--- config.mk ---
export PLATFORM = sky130hd
export DESIGN_NAME = movwide_sequencer_flat
export DESIGN_NICKNAME = d
export VERILOG_FILES = /design/src/rtl/movwide_pkg.sv /design/src/rtl/movwide_sequencer_if.sv /design/src/rtl/movwide_chunk_pick.sv /design/src/rtl/movwide_sequencer.sv /design/src/flat_wrapper.sv
export SDC_FILE = /design/constraint.sdc
export NUM_CORES = 1
export LEC_CHECK = 0
export CAP_MARGIN = 20
export CELL_PAD_IN_SITES_DETAIL_PLACEMENT = 0
export CELL_PAD_IN_SITES_GLOBAL_PLACEMENT = 1
export CORE_UTILIZATION = 35
export CTS_BUF_LIST = sky130_fd_sc_hd__clkbuf_4 sky130_fd_sc_hd__clkbuf_8
export DETAILED_ROUTE_END_ITERATION = 7
export PLACE_DENSITY_LB_ADDON = 0.1
export SETUP_SLACK_MARGIN = 0.02
export SKIP_CTS_REPAIR_TIMING = 1
export SLEW_MARGIN = 20
export SYNTH_ARGS = -nofsm -noshare
export SYNTH_HDL_FRONTEND = slang
export SYNTH_SLANG_ARGS = --single-unit
--- constraint.sdc ---
create_clock -name clk -period 2.3 [get_ports clk]
set_clock_uncertainty 0.15 [all_clocks]
set_input_delay 0.69 -clock clk [delete_from_list [all_inputs] [get_ports clk]]
set_output_delay 0.69 -clock clk [all_outputs]
set_load 0.01 [all_outputs]
--- src/rtl/movwide_pkg.sv ---
// Shared encodings, sizes and helpers for the wide-immediate constant sequencer.
// Optional MOVN path is enabled by defining MOVWIDE_MOVN_EN.
package movwide_pkg;

  localparam int XLEN       = 64;
  localparam int CHUNK_W    = 16;
  localparam int NUM_CHUNKS = 4;

  localparam logic [1:0] OP_MOVZ = 2'b00;
  localparam logic [1:0] OP_MOVK = 2'b01;
  localparam logic [1:0] OP_MOVN = 2'b10;

  typedef enum logic {
    ST_IDLE  = 1'b0,
    ST_ISSUE = 1'b1
  } state_e;

  function automatic logic [CHUNK_W-1:0] get_chunk(input logic [XLEN-1:0] v, input logic [1:0] idx);
    case (idx)
      2'd0:    get_chunk = v[15:0];
      2'd1:    get_chunk = v[31:16];
      2'd2:    get_chunk = v[47:32];
      2'd3:    get_chunk = v[63:48];
      default: get_chunk = 16'h0000;
    endcase
  endfunction

  // Lowest chunk not marked skip; an all-skip mask starts at chunk 0.
  function automatic logic [1:0] lowest_idx(input logic [NUM_CHUNKS-1:0] skip);
    if (!skip[0])      lowest_idx = 2'd0;
    else if (!skip[1]) lowest_idx = 2'd1;
    else if (!skip[2]) lowest_idx = 2'd2;
    else if (!skip[3]) lowest_idx = 2'd3;
    else               lowest_idx = 2'd0;
  endfunction

  function automatic logic [XLEN-1:0] apply_uop(input logic [XLEN-1:0] acc, input logic [1:0] op,
                                                input logic [CHUNK_W-1:0] imm, input logic [1:0] sh);
    logic [XLEN-1:0] placed;
    logic [XLEN-1:0] mask;
    placed = {48'h0, imm} << {sh, 4'h0};
    mask   = 64'h0000_0000_0000_FFFF << {sh, 4'h0};
    case (op)
      OP_MOVZ: apply_uop = placed;
      OP_MOVK: apply_uop = (acc & ~mask) | placed;
      OP_MOVN: apply_uop = ~placed;
      default: apply_uop = acc;
    endcase
  endfunction

endpackage

--- src/rtl/movwide_sequencer_if.sv ---
// Request / micro-op / completion bundle between decode, the sequencer and the shifter write port.
interface movwide_sequencer_if #(parameter int REG_AW = 5);
  import movwide_pkg::*;

  logic              flush;
  logic              req_valid;
  logic              req_ready;
  logic [XLEN-1:0]   req_value;
  logic [REG_AW-1:0] req_rd;
  logic              uop_valid;
  logic              uop_ready;
  logic [1:0]        uop_op;
  logic [15:0]       uop_imm16;
  logic [1:0]        uop_shamt;
  logic [REG_AW-1:0] uop_rd;
  logic              done;
  logic [XLEN-1:0]   done_value;

  modport master (
    output flush, req_valid, req_value, req_rd, uop_ready,
    input  req_ready, uop_valid, uop_op, uop_imm16, uop_shamt, uop_rd, done, done_value
  );

  modport slave (
    input  flush, req_valid, req_value, req_rd, uop_ready,
    output req_ready, uop_valid, uop_op, uop_imm16, uop_shamt, uop_rd, done, done_value
  );
endinterface

--- src/rtl/movwide_chunk_pick.sv ---
// Finds the next chunk above idx that is not skipped; last=1 when none remains.
module movwide_chunk_pick
  import movwide_pkg::*;
(
  input  logic [NUM_CHUNKS-1:0] skip,
  input  logic [1:0]            idx,
  output logic [1:0]            next_idx,
  output logic                  last
);

  logic [1:0] next_idx_s;
  logic       last_s;

  // Scan downwards so the lowest qualifying chunk is the one left standing.
  always_comb begin
    next_idx_s = idx;
    last_s     = 1'b1;
    for (int i = NUM_CHUNKS - 1; i >= 0; i--) begin
      if ((2'(i) > idx) && !skip[i]) begin
        next_idx_s = 2'(i);
        last_s     = 1'b0;
      end else begin
        next_idx_s = next_idx_s;
        last_s     = last_s;
      end
    end
  end

  assign next_idx = next_idx_s;
  assign last     = last_s;

endmodule

--- src/rtl/movwide_sequencer.sv ---
// Expands a 64-bit constant load into MOVZ/MOVK (MOVN with MOVWIDE_MOVN_EN) micro-ops
// and reports the composed value when the last micro-op is accepted.
module movwide_sequencer
  import movwide_pkg::*;
#(
  parameter int REG_AW = 5
) (
  input logic               clk,
  input logic               rst_n,
  movwide_sequencer_if.slave bus
);

  state_e                state_r, state_s;
  logic [XLEN-1:0]       val_r, val_s, acc_r, acc_s, acc_upd_s;
  logic [XLEN-1:0]       done_value_r, done_value_s;
  logic [NUM_CHUNKS-1:0] skip_r, skip_s, skip_in_s, zero_s;
  logic [1:0]            op_r, op_s, shamt_r, shamt_s;
  logic [1:0]            first_idx_s, first_op_s, next_idx_s;
  logic [CHUNK_W-1:0]    imm_r, imm_s, first_imm_s;
  logic [REG_AW-1:0]     rd_r, rd_s;
  logic                  uop_valid_r, uop_valid_s, done_r, done_s, req_ready_r, req_ready_s;
  logic                  last_s, accept_s, hs_s;

  assign accept_s  = (state_r == ST_IDLE) && req_ready_r && bus.req_valid && !bus.flush;
  assign hs_s      = uop_valid_r && bus.uop_ready;
  assign acc_upd_s = apply_uop(acc_r, op_r, imm_r, shamt_r);

  movwide_chunk_pick u_pick (
    .skip     (skip_r),
    .idx      (shamt_r),
    .next_idx (next_idx_s),
    .last     (last_s)
  );

  // Chunks equal to zero never need a MOVK on the MOVZ path.
  always_comb begin
    zero_s = 4'h0;
    for (int i = 0; i < NUM_CHUNKS; i++) begin
      zero_s[i] = (get_chunk(bus.req_value, 2'(i)) == 16'h0000);
    end
  end

`ifdef MOVWIDE_MOVN_EN
  logic [NUM_CHUNKS-1:0] ones_s;
  logic [2:0]            f_cnt_s, z_cnt_s;
  logic                  use_movn_s;

  // Prefer MOVN only when all-ones chunks strictly outnumber all-zero chunks.
  always_comb begin
    ones_s  = 4'h0;
    f_cnt_s = 3'd0;
    z_cnt_s = 3'd0;
    for (int i = 0; i < NUM_CHUNKS; i++) begin
      ones_s[i] = (get_chunk(bus.req_value, 2'(i)) == 16'hFFFF);
      f_cnt_s   = f_cnt_s + {2'b00, ones_s[i]};
      z_cnt_s   = z_cnt_s + {2'b00, zero_s[i]};
    end
    use_movn_s  = (f_cnt_s > z_cnt_s);
    skip_in_s   = use_movn_s ? ones_s : zero_s;
    first_idx_s = lowest_idx(skip_in_s);
    first_op_s  = use_movn_s ? OP_MOVN : OP_MOVZ;
    first_imm_s = use_movn_s ? ~get_chunk(bus.req_value, first_idx_s)
                             : get_chunk(bus.req_value, first_idx_s);
  end
`else
  // First micro-op is always a MOVZ of the lowest nonzero chunk.
  always_comb begin
    skip_in_s   = zero_s;
    first_idx_s = lowest_idx(skip_in_s);
    first_op_s  = OP_MOVZ;
    first_imm_s = get_chunk(bus.req_value, first_idx_s);
  end
`endif

  // State register.
  always_ff @(posedge clk or negedge rst_n) begin
    if (!rst_n) begin
      state_r <= ST_IDLE;
    end else begin
      state_r <= state_s;
    end
  end

  // Next-state logic; flush overrides everything.
  always_comb begin
    state_s = state_r;
    if (bus.flush) begin
      state_s = ST_IDLE;
    end else begin
      case (state_r)
        ST_IDLE:  state_s = accept_s ? ST_ISSUE : ST_IDLE;
        ST_ISSUE: state_s = (hs_s && last_s) ? ST_IDLE : ST_ISSUE;
        default:  state_s = ST_IDLE;
      endcase
    end
  end

  // Next values of the registered outputs and datapath; fields hold while stalled.
  always_comb begin
    uop_valid_s  = uop_valid_r;
    op_s         = op_r;
    imm_s        = imm_r;
    shamt_s      = shamt_r;
    rd_s         = rd_r;
    val_s        = val_r;
    skip_s       = skip_r;
    acc_s        = acc_r;
    done_s       = 1'b0;
    done_value_s = done_value_r;
    req_ready_s  = req_ready_r;
    if (bus.flush) begin
      uop_valid_s = 1'b0;
      op_s        = OP_MOVZ;
      imm_s       = 16'h0000;
      shamt_s     = 2'd0;
      rd_s        = {REG_AW{1'b0}};
      acc_s       = 64'h0;
      req_ready_s = 1'b1;
    end else begin
      case (state_r)
        ST_IDLE: begin
          if (accept_s) begin
            val_s       = bus.req_value;
            rd_s        = bus.req_rd;
            skip_s      = skip_in_s;
            uop_valid_s = 1'b1;
            op_s        = first_op_s;
            imm_s       = first_imm_s;
            shamt_s     = first_idx_s;
            req_ready_s = 1'b0;
          end else begin
            req_ready_s = 1'b1;
          end
        end
        ST_ISSUE: begin
          if (hs_s) begin
            acc_s = acc_upd_s;
            if (last_s) begin
              uop_valid_s  = 1'b0;
              op_s         = OP_MOVZ;
              imm_s        = 16'h0000;
              shamt_s      = 2'd0;
              rd_s         = {REG_AW{1'b0}};
              done_s       = 1'b1;
              done_value_s = acc_upd_s;
              req_ready_s  = 1'b1;
            end else begin
              op_s    = OP_MOVK;
              shamt_s = next_idx_s;
              imm_s   = get_chunk(val_r, next_idx_s);
            end
          end else begin
            uop_valid_s = 1'b1;
          end
        end
        default: begin
          uop_valid_s = 1'b0;
          req_ready_s = 1'b1;
        end
      endcase
    end
  end

  // Output and datapath registers.
  always_ff @(posedge clk or negedge rst_n) begin
    if (!rst_n) begin
      uop_valid_r  <= 1'b0;
      op_r         <= OP_MOVZ;
      imm_r        <= 16'h0000;
      shamt_r      <= 2'd0;
      rd_r         <= {REG_AW{1'b0}};
      val_r        <= 64'h0;
      skip_r       <= 4'h0;
      acc_r        <= 64'h0;
      done_r       <= 1'b0;
      done_value_r <= 64'h0;
      req_ready_r  <= 1'b1;
    end else begin
      uop_valid_r  <= uop_valid_s;
      op_r         <= op_s;
      imm_r        <= imm_s;
      shamt_r      <= shamt_s;
      rd_r         <= rd_s;
      val_r        <= val_s;
      skip_r       <= skip_s;
      acc_r        <= acc_s;
      done_r       <= done_s;
      done_value_r <= done_value_s;
      req_ready_r  <= req_ready_s;
    end
  end

  assign bus.req_ready  = req_ready_r;
  assign bus.uop_valid  = uop_valid_r;
  assign bus.uop_op     = op_r;
  assign bus.uop_imm16  = imm_r;
  assign bus.uop_shamt  = shamt_r;
  assign bus.uop_rd     = rd_r;
  assign bus.done       = done_r;
  assign bus.done_value = done_value_r;

endmodule

--- src/flat_wrapper.sv ---
// flat-port wrapper written by rule: the top's interface ports become plain ports
module movwide_sequencer_flat import movwide_pkg::*;
#(
  parameter int REG_AW = 5
)
  (clk, rst_n, bus_flush, bus_req_valid, bus_req_value, bus_req_rd, bus_uop_ready, bus_req_ready, bus_uop_valid, bus_uop_op, bus_uop_imm16, bus_uop_shamt, bus_uop_rd, bus_done, bus_done_value);
  movwide_sequencer_if #(.REG_AW(REG_AW)) bus_i ();
  input logic clk;
  input logic rst_n;
  input wire logic [$bits(bus_i.flush)-1:0] bus_flush;
  input wire logic [$bits(bus_i.req_valid)-1:0] bus_req_valid;
  input wire logic [$bits(bus_i.req_value)-1:0] bus_req_value;
  input wire logic [$bits(bus_i.req_rd)-1:0] bus_req_rd;
  input wire logic [$bits(bus_i.uop_ready)-1:0] bus_uop_ready;
  output wire logic [$bits(bus_i.req_ready)-1:0] bus_req_ready;
  output wire logic [$bits(bus_i.uop_valid)-1:0] bus_uop_valid;
  output wire logic [$bits(bus_i.uop_op)-1:0] bus_uop_op;
  output wire logic [$bits(bus_i.uop_imm16)-1:0] bus_uop_imm16;
  output wire logic [$bits(bus_i.uop_shamt)-1:0] bus_uop_shamt;
  output wire logic [$bits(bus_i.uop_rd)-1:0] bus_uop_rd;
  output wire logic [$bits(bus_i.done)-1:0] bus_done;
  output wire logic [$bits(bus_i.done_value)-1:0] bus_done_value;
  assign bus_i.flush = bus_flush;
  assign bus_i.req_valid = bus_req_valid;
  assign bus_i.req_value = bus_req_value;
  assign bus_i.req_rd = bus_req_rd;
  assign bus_i.uop_ready = bus_uop_ready;
  assign bus_req_ready = bus_i.req_ready;
  assign bus_uop_valid = bus_i.uop_valid;
  assign bus_uop_op = bus_i.uop_op;
  assign bus_uop_imm16 = bus_i.uop_imm16;
  assign bus_uop_shamt = bus_i.uop_shamt;
  assign bus_uop_rd = bus_i.uop_rd;
  assign bus_done = bus_i.done;
  assign bus_done_value = bus_i.done_value;
  movwide_sequencer #(.REG_AW(REG_AW)) u_core (.clk(clk), .rst_n(rst_n), .bus(bus_i));
endmodule
# Word-level counts from Yosys, hierarchy flattened
# Index checks and enable logic that the tools add are counted.
# totals
inputBits	74
reg_bits	225
# classes
eq_ne	12
bitwise	6
n_lt_le_gt_ge	4
shift	2
n_mux	56
reduce_logical	30
# ops
cell	n
$mux W64	3
$pmux W64 S3	1
$not A64 Y64	2
$pmux W16 S4	2
$and A64 B64 Y64	1
$logic_not A16 Y1	4
$mux W16	4
$or A64 B64 Y64	1
$shl A16 B6 Y64	1
$shl A16 B6 Y64 const A	1
$pmux W16 S2	1
$mux W2	15
$mux W1	20
$mux W5	4
$eq A2 B2 Y1 const B	5
$pmux W5 S2	1
$logic_and A1 B1 Y1	9
$pmux W2 S2	2
$reduce_and A2 Y1	4
$eq A2 B1 Y1 const B	3
$logic_not A2 Y1	3
$ne A3 B3 Y1 const B	2
$pmux W1 S2	3
$reduce_and A3 Y1	2
8 further kinds	16

# Longest topological paths before layout
# Gate-level depths: netlist of run 1.
# depth
depth_word	12
depth_mapped	8

# Hierarchy
# A second synthesis of run 1 with hierarchy kept.
# unflattened
hier_cells	1017
area_unflattened_um2	10187.3
# modules_own_cells
mod	instances	area_each_um2	seq_area_each_um2	cells_per_inst
movwide_sequencer	1	10141.0	5606.6	1009
movwide_chunk_pick	1	46.3	0.0	8

# Worst setup path before layout of run 1
# OpenSTA, ideal clock, no wires.
# synth_timing
path_kind	input-to-reg
start	input bus_req_value[10]
end	register u_core.imm_r[0] (netlist: u_core.bus.uop_imm16[0])
n_path_buf	1
cell_stages	6
t_arrival_ps	1866
required_time_ps	2016
slack_ps	151
path_cell_list	nor4_2 nand4_4 buf_6 a211o_1 a21oi_2 o211ai_2
# synth_between
elab_chain_len	7
elab_cells_between_ends	10
cone_classes	eq/ne: 3; mux: 5; reduce/logical: 2
# synth_rtl
element	line	rtl
start: declaration	flat_wrapper.sv:12	input wire logic [$bits(bus_i.req_value)-1:0] bus_req_value;
$logic_not A16 Y1 (*)	movwide_sequencer.sv:39	zero_s[i] = (get_chunk(bus.req_value, 2'(i)) == 16'h0000);
$mux W2 (*)	movwide_pkg.sv:30	if (!skip[0]) lowest_idx = 2'd0;
$eq A2 B2 Y1 (tied with other cells)	movwide_pkg.sv:19	case (idx)
$pmux W16 S4 (*)	movwide_pkg.sv:19	
$mux W16 (*)	movwide_sequencer.sv:122	if (accept_s) begin
$pmux W16 S2 (*)	movwide_sequencer.sv:120	case (state_r)
$mux W16 (*)	movwide_sequencer.sv:111	if (bus.flush) begin
end signal: assignment	movwide_sequencer.sv:181	imm_r <= imm_s;
end: declaration	movwide_sequencer.sv:19	logic [CHUNK_W-1:0] imm_r, imm_s, first_imm_s;
# Mark *: on every way between the ends. The rest lies on a longest branch, timed or not. The select of a mux whose other input is x is not followed.
# A chain may end at the register's enable or synchronous reset.

# Worst setup path in the final report of run 1
# layout_timing
start	register u_core.imm_r[10] (netlist: u_core.bus.uop_imm16[10])
end	output bus_uop_imm16[10]
# layout_lines
element	line	rtl
end: declaration	flat_wrapper.sv:18	output wire logic [$bits(bus_i.uop_imm16)-1:0] bus_uop_imm16;
# No word-level cell between the ends.

==> metrics.md, run 1 <==
| Metric | Value |
|---|---|
| Crit-path leading delay family | `buffers and inverters` |
| Sink Count | `207` |
| DR DRC count | `0` |
| Worst EP required | `1.46 ns` |
| FF+latch count, synth | `207` |
| Initial antenna violation count | `0` |
| Die width | `168 um` |
| Die Y | `168 um` |
| First-pass GRT wire length | `50,900 um` |
| Fillers | `2,529` |
| GPL Wtd Cong | `0.851` |
| Status | `completed` |
| Core ar. | `27,000 um2` |
| Type of origin of the critical path | `register` |
| Total nets after synthesis | `1,086` |
| RSZ-0062 raised after global routing | `false` |
| Total GRT Usage | `23.4%` |
| Drt first pass iters | `5` |
| Final-stage net count | `1,350` |
| Peak supply drop | `0.361 mV` |
| CTS H-Tree Depth | `2` |
| Fin. Hold Viols | `0` |
| Area Overhead vs Synth | `43.4%` |
| Setup ws final | `0.0521 ns` |
| Slew Viols, Final | `0` |
| Vias post-DR | `8,705` |
| Initial Util | `35.7%` |
| Final HPWL DP | `22,200 um` |
| Internal power | `6.53 mW` |
| Comb pwr share | `13.6%` |
| Worst Path Arrival | `1.41 ns` |
| Crit-path slowest cell | `clkdlybuf4s50_1` |
| FMAX | `445 MHz` |
| Most common cell after layout, fill and taps aside | `dfrtp_1` |
| Wirelength, routed | `32,700 um` |
| Via-to-Cell Ratio | `5.30` |
| Dpl ws | `-0.619 ns` |
| Cells after synthesis | `1,012` |
| Pwr Total | `8.87 mW` |
| Seq/Total Area, Yosys | `53.7%` |
| Largest net degree at the start of global routing | `71` |
| Root buffer cell | `clkbuf_8` |
| CTS Buffer Depth | `3` |
| Hold slack | `0.323 ns` |
| Routed WL per cell | `19.9 um` |
| Post-synthesis area per instance | `9.53 um2` |
| Pin slew with the least headroom to its limit | `1.10 ns` |
| Vias in the first global route | `8,604` |
| IO Port Bufs | `164` |
| Ys async rst share | `100%` |
| Post-synth EDFFs | `0` |
| FF/Latch Area | `5180 um2` |
| Congestion Overflow GR | `0` |
| Mapped cell area | `9650 um2` |
| Clock share of power | `41.4%` |
| Period Utilization, post-route | `97.7%` |
| Slew HR | `26.3%` |
| Hold Path Class | `reg -> reg` |
| Max Cap Viol | `0` |
| Most frequent cells in the layout | `dfrtp_1, nand2_1, buf_4` |
| Ant. Diodes | `0` |
| Critical Path Fanout Max | `2` |
| Share of cells above drive strength 1 | `21.4%` |
| Switch share | `26.4%` |
| Post-synthesis cell type count | `52` |
| Flop pwr share | `44.9%` |
| Die area | `28,200 um2` |
| Final ANT Viol Nets | `0` |
| IO Count | `166` |
| Minimum clock period | `2.25 ns` |
| Crit path largest cell delay | `0.54 ns` |
| CTS Buf Count | `38` |
| Clock Latency Late Sink | `0.53 ns` |
| PwrDens | `641 nW/um2` |
| Worst setup EP type | `output port` |
| Worst-path clk slew | `0.06 ns` |
| Multi-input logic area | `4010 um2` |
| CTS tree | `built` |
| Final setup fails | `0` |
| LEAKAGE | `7.75 nW` |
| Worst Setup Path Type | `reg -> out` |
| CP Buf/Inv Count | `1` |
| Drt first-iter violations | `634` |
| Main flop type after synthesis | `dfrtp_1` |
| P_sw | `2.34 mW` |
| Synth warn | `0` |
| # rows | `60` |
| CP cell instances | `clkdlybuf4s50_1` |
layer usage:
layer / vias up / part of all wire (%) / global-route usage, %
li1: 4122 / - / -
met2: 278 / 45 / 36.2
met3: 61 / 5.0 / 3.76
met1: 4244 / 46 / 32.9
met4: 0 / 3.4 / 9.17
met5: - / 0 / 0
worst min-delay path: stages, from the launching register on:
cell	delay [ns]
dfrtp_1	0.34
nand2_1	0.05
nand2_1	0.05
logic make-up after synthesis:
| group | count (synthesis) | share of synthesized area, % |
|---|---|---|
| AOI/OAI and AO/OA | 287 | 21.9 |
| buffers and inverters | 116 | 5.65 |
| DFF | 207 | 53.7 |
| other | 1 | 0.0389 |
| and+or+nand+nor | 401 | 18.7 |
metrics by stage:
step                      instance area [um2]  util [%]  std cells  TNS, ns
after floorplan                          9650         -       1012        0
after global placement                  12600      46.7       1570   -30.63
after detailed placement                12600      46.7       1570   -32.58
after CTS                               13400      49.7       1636    -2.16
after global routing                    13800      51.2       1643        0
final                                   13800      51.2       1643        0
synth_stat cells (12+ instances only):
master / instances / area share [%]
nand2b_1: 19 / 1.2
a211o_1: 16 / 1.5
nor2_1: 75 / 2.9
a32o_1: 16 / 1.7
buf_2: 37 / 1.9
nand3_1: 67 / 3.5
a21oi_1: 13 / 0.67
o21ai_0: 54 / 2.8
buf_1: 19 / 0.74
nand2_1: 200 / 7.8
o21ai_1: 16 / 0.83
inv_1: 19 / 0.74
nor4_1: 12 / 0.78
dfrtp_1: 206 / 53
a22o_1: 69 / 6.3
clkbuf_1: 30 / 1.2
a31oi_1: 64 / 4.1
worst paths after layout:
path                                                      startpoint                                   end  cells past startpoint  slack, ns
worst max-delay path            u_core.bus.uop_imm16[10]$_DFFE_PN0P_                     bus_uop_imm16[10]                      1       0.05
worst min-delay path                    u_core.val_r[19]$_DFFE_PN0P_          u_core.val_r[19]$_DFFE_PN0P_                      2       0.32
worst max register to register   u_core.bus.uop_shamt[1]$_DFFE_PN0P_  u_core.bus.uop_imm16[10]$_DFFE_PN0P_                      5       0.16
worst min register to register          u_core.val_r[19]$_DFFE_PN0P_          u_core.val_r[19]$_DFFE_PN0P_                      2       0.32
max in group asynchronous                                      rst_n          u_core.val_r[27]$_DFFE_PN0P_                      3       0.84
min in group asynchronous                                      rst_n          u_core.acc_r[15]$_DFFE_PN0P_                      2       0.55
state kept, by name, summed over array words and instances (netlist names):
| signal | count |
|---|---|
| u_core.bus.uop_shamt | 2 |
| u_core.bus.uop_valid | 1 |
| u_core.acc_r | 64 |
| u_core.bus.done | 1 |
| u_core.bus.req_ready | 1 |
| u_core.bus.uop_rd | 5 |
| u_core.skip_r | 3 |
| u_core.bus.uop_op | 1 |
| u_core.state_r | 1 |
| u_core.val_r | 48 |
| u_core.bus.uop_imm16 | 16 |
| u_core.bus.done_value | 64 |
layout make-up:
| class | instances | area share, % |
|---|---|---|
| tap | 341 | 3.08 |
| sequential | 207 | 37.5 |
| clock inverter | 2 | 0.136 |
| multi-input combinational | 689 | 29.0 |
| timing repair buffer | 320 | 24.1 |
| inverter | 20 | 0.543 |
| clock buffer | 64 | 5.64 |
power groups by stage:
stage | Clock (mW) | Sequential, mW | Combinational, mW
floorplan | 0 | 4.03 | 0.481
global placement | 0 | 4.05 | 1.20
detailed placement | 0 | 4.05 | 1.21
CTS | 3.74 | 3.99 | 1.22
global route | 3.91 | 4.01 | 1.32
finish | 3.68 | 3.99 | 1.21
(Power assumes the default switching activity.)
==> run 2, diff against run 1 <==
- HOLD_SLACK_MARGIN: unset -> 0.15
==> results of run 2 <==
No change in the layout: final DEF, timing and power equal those of run 1.
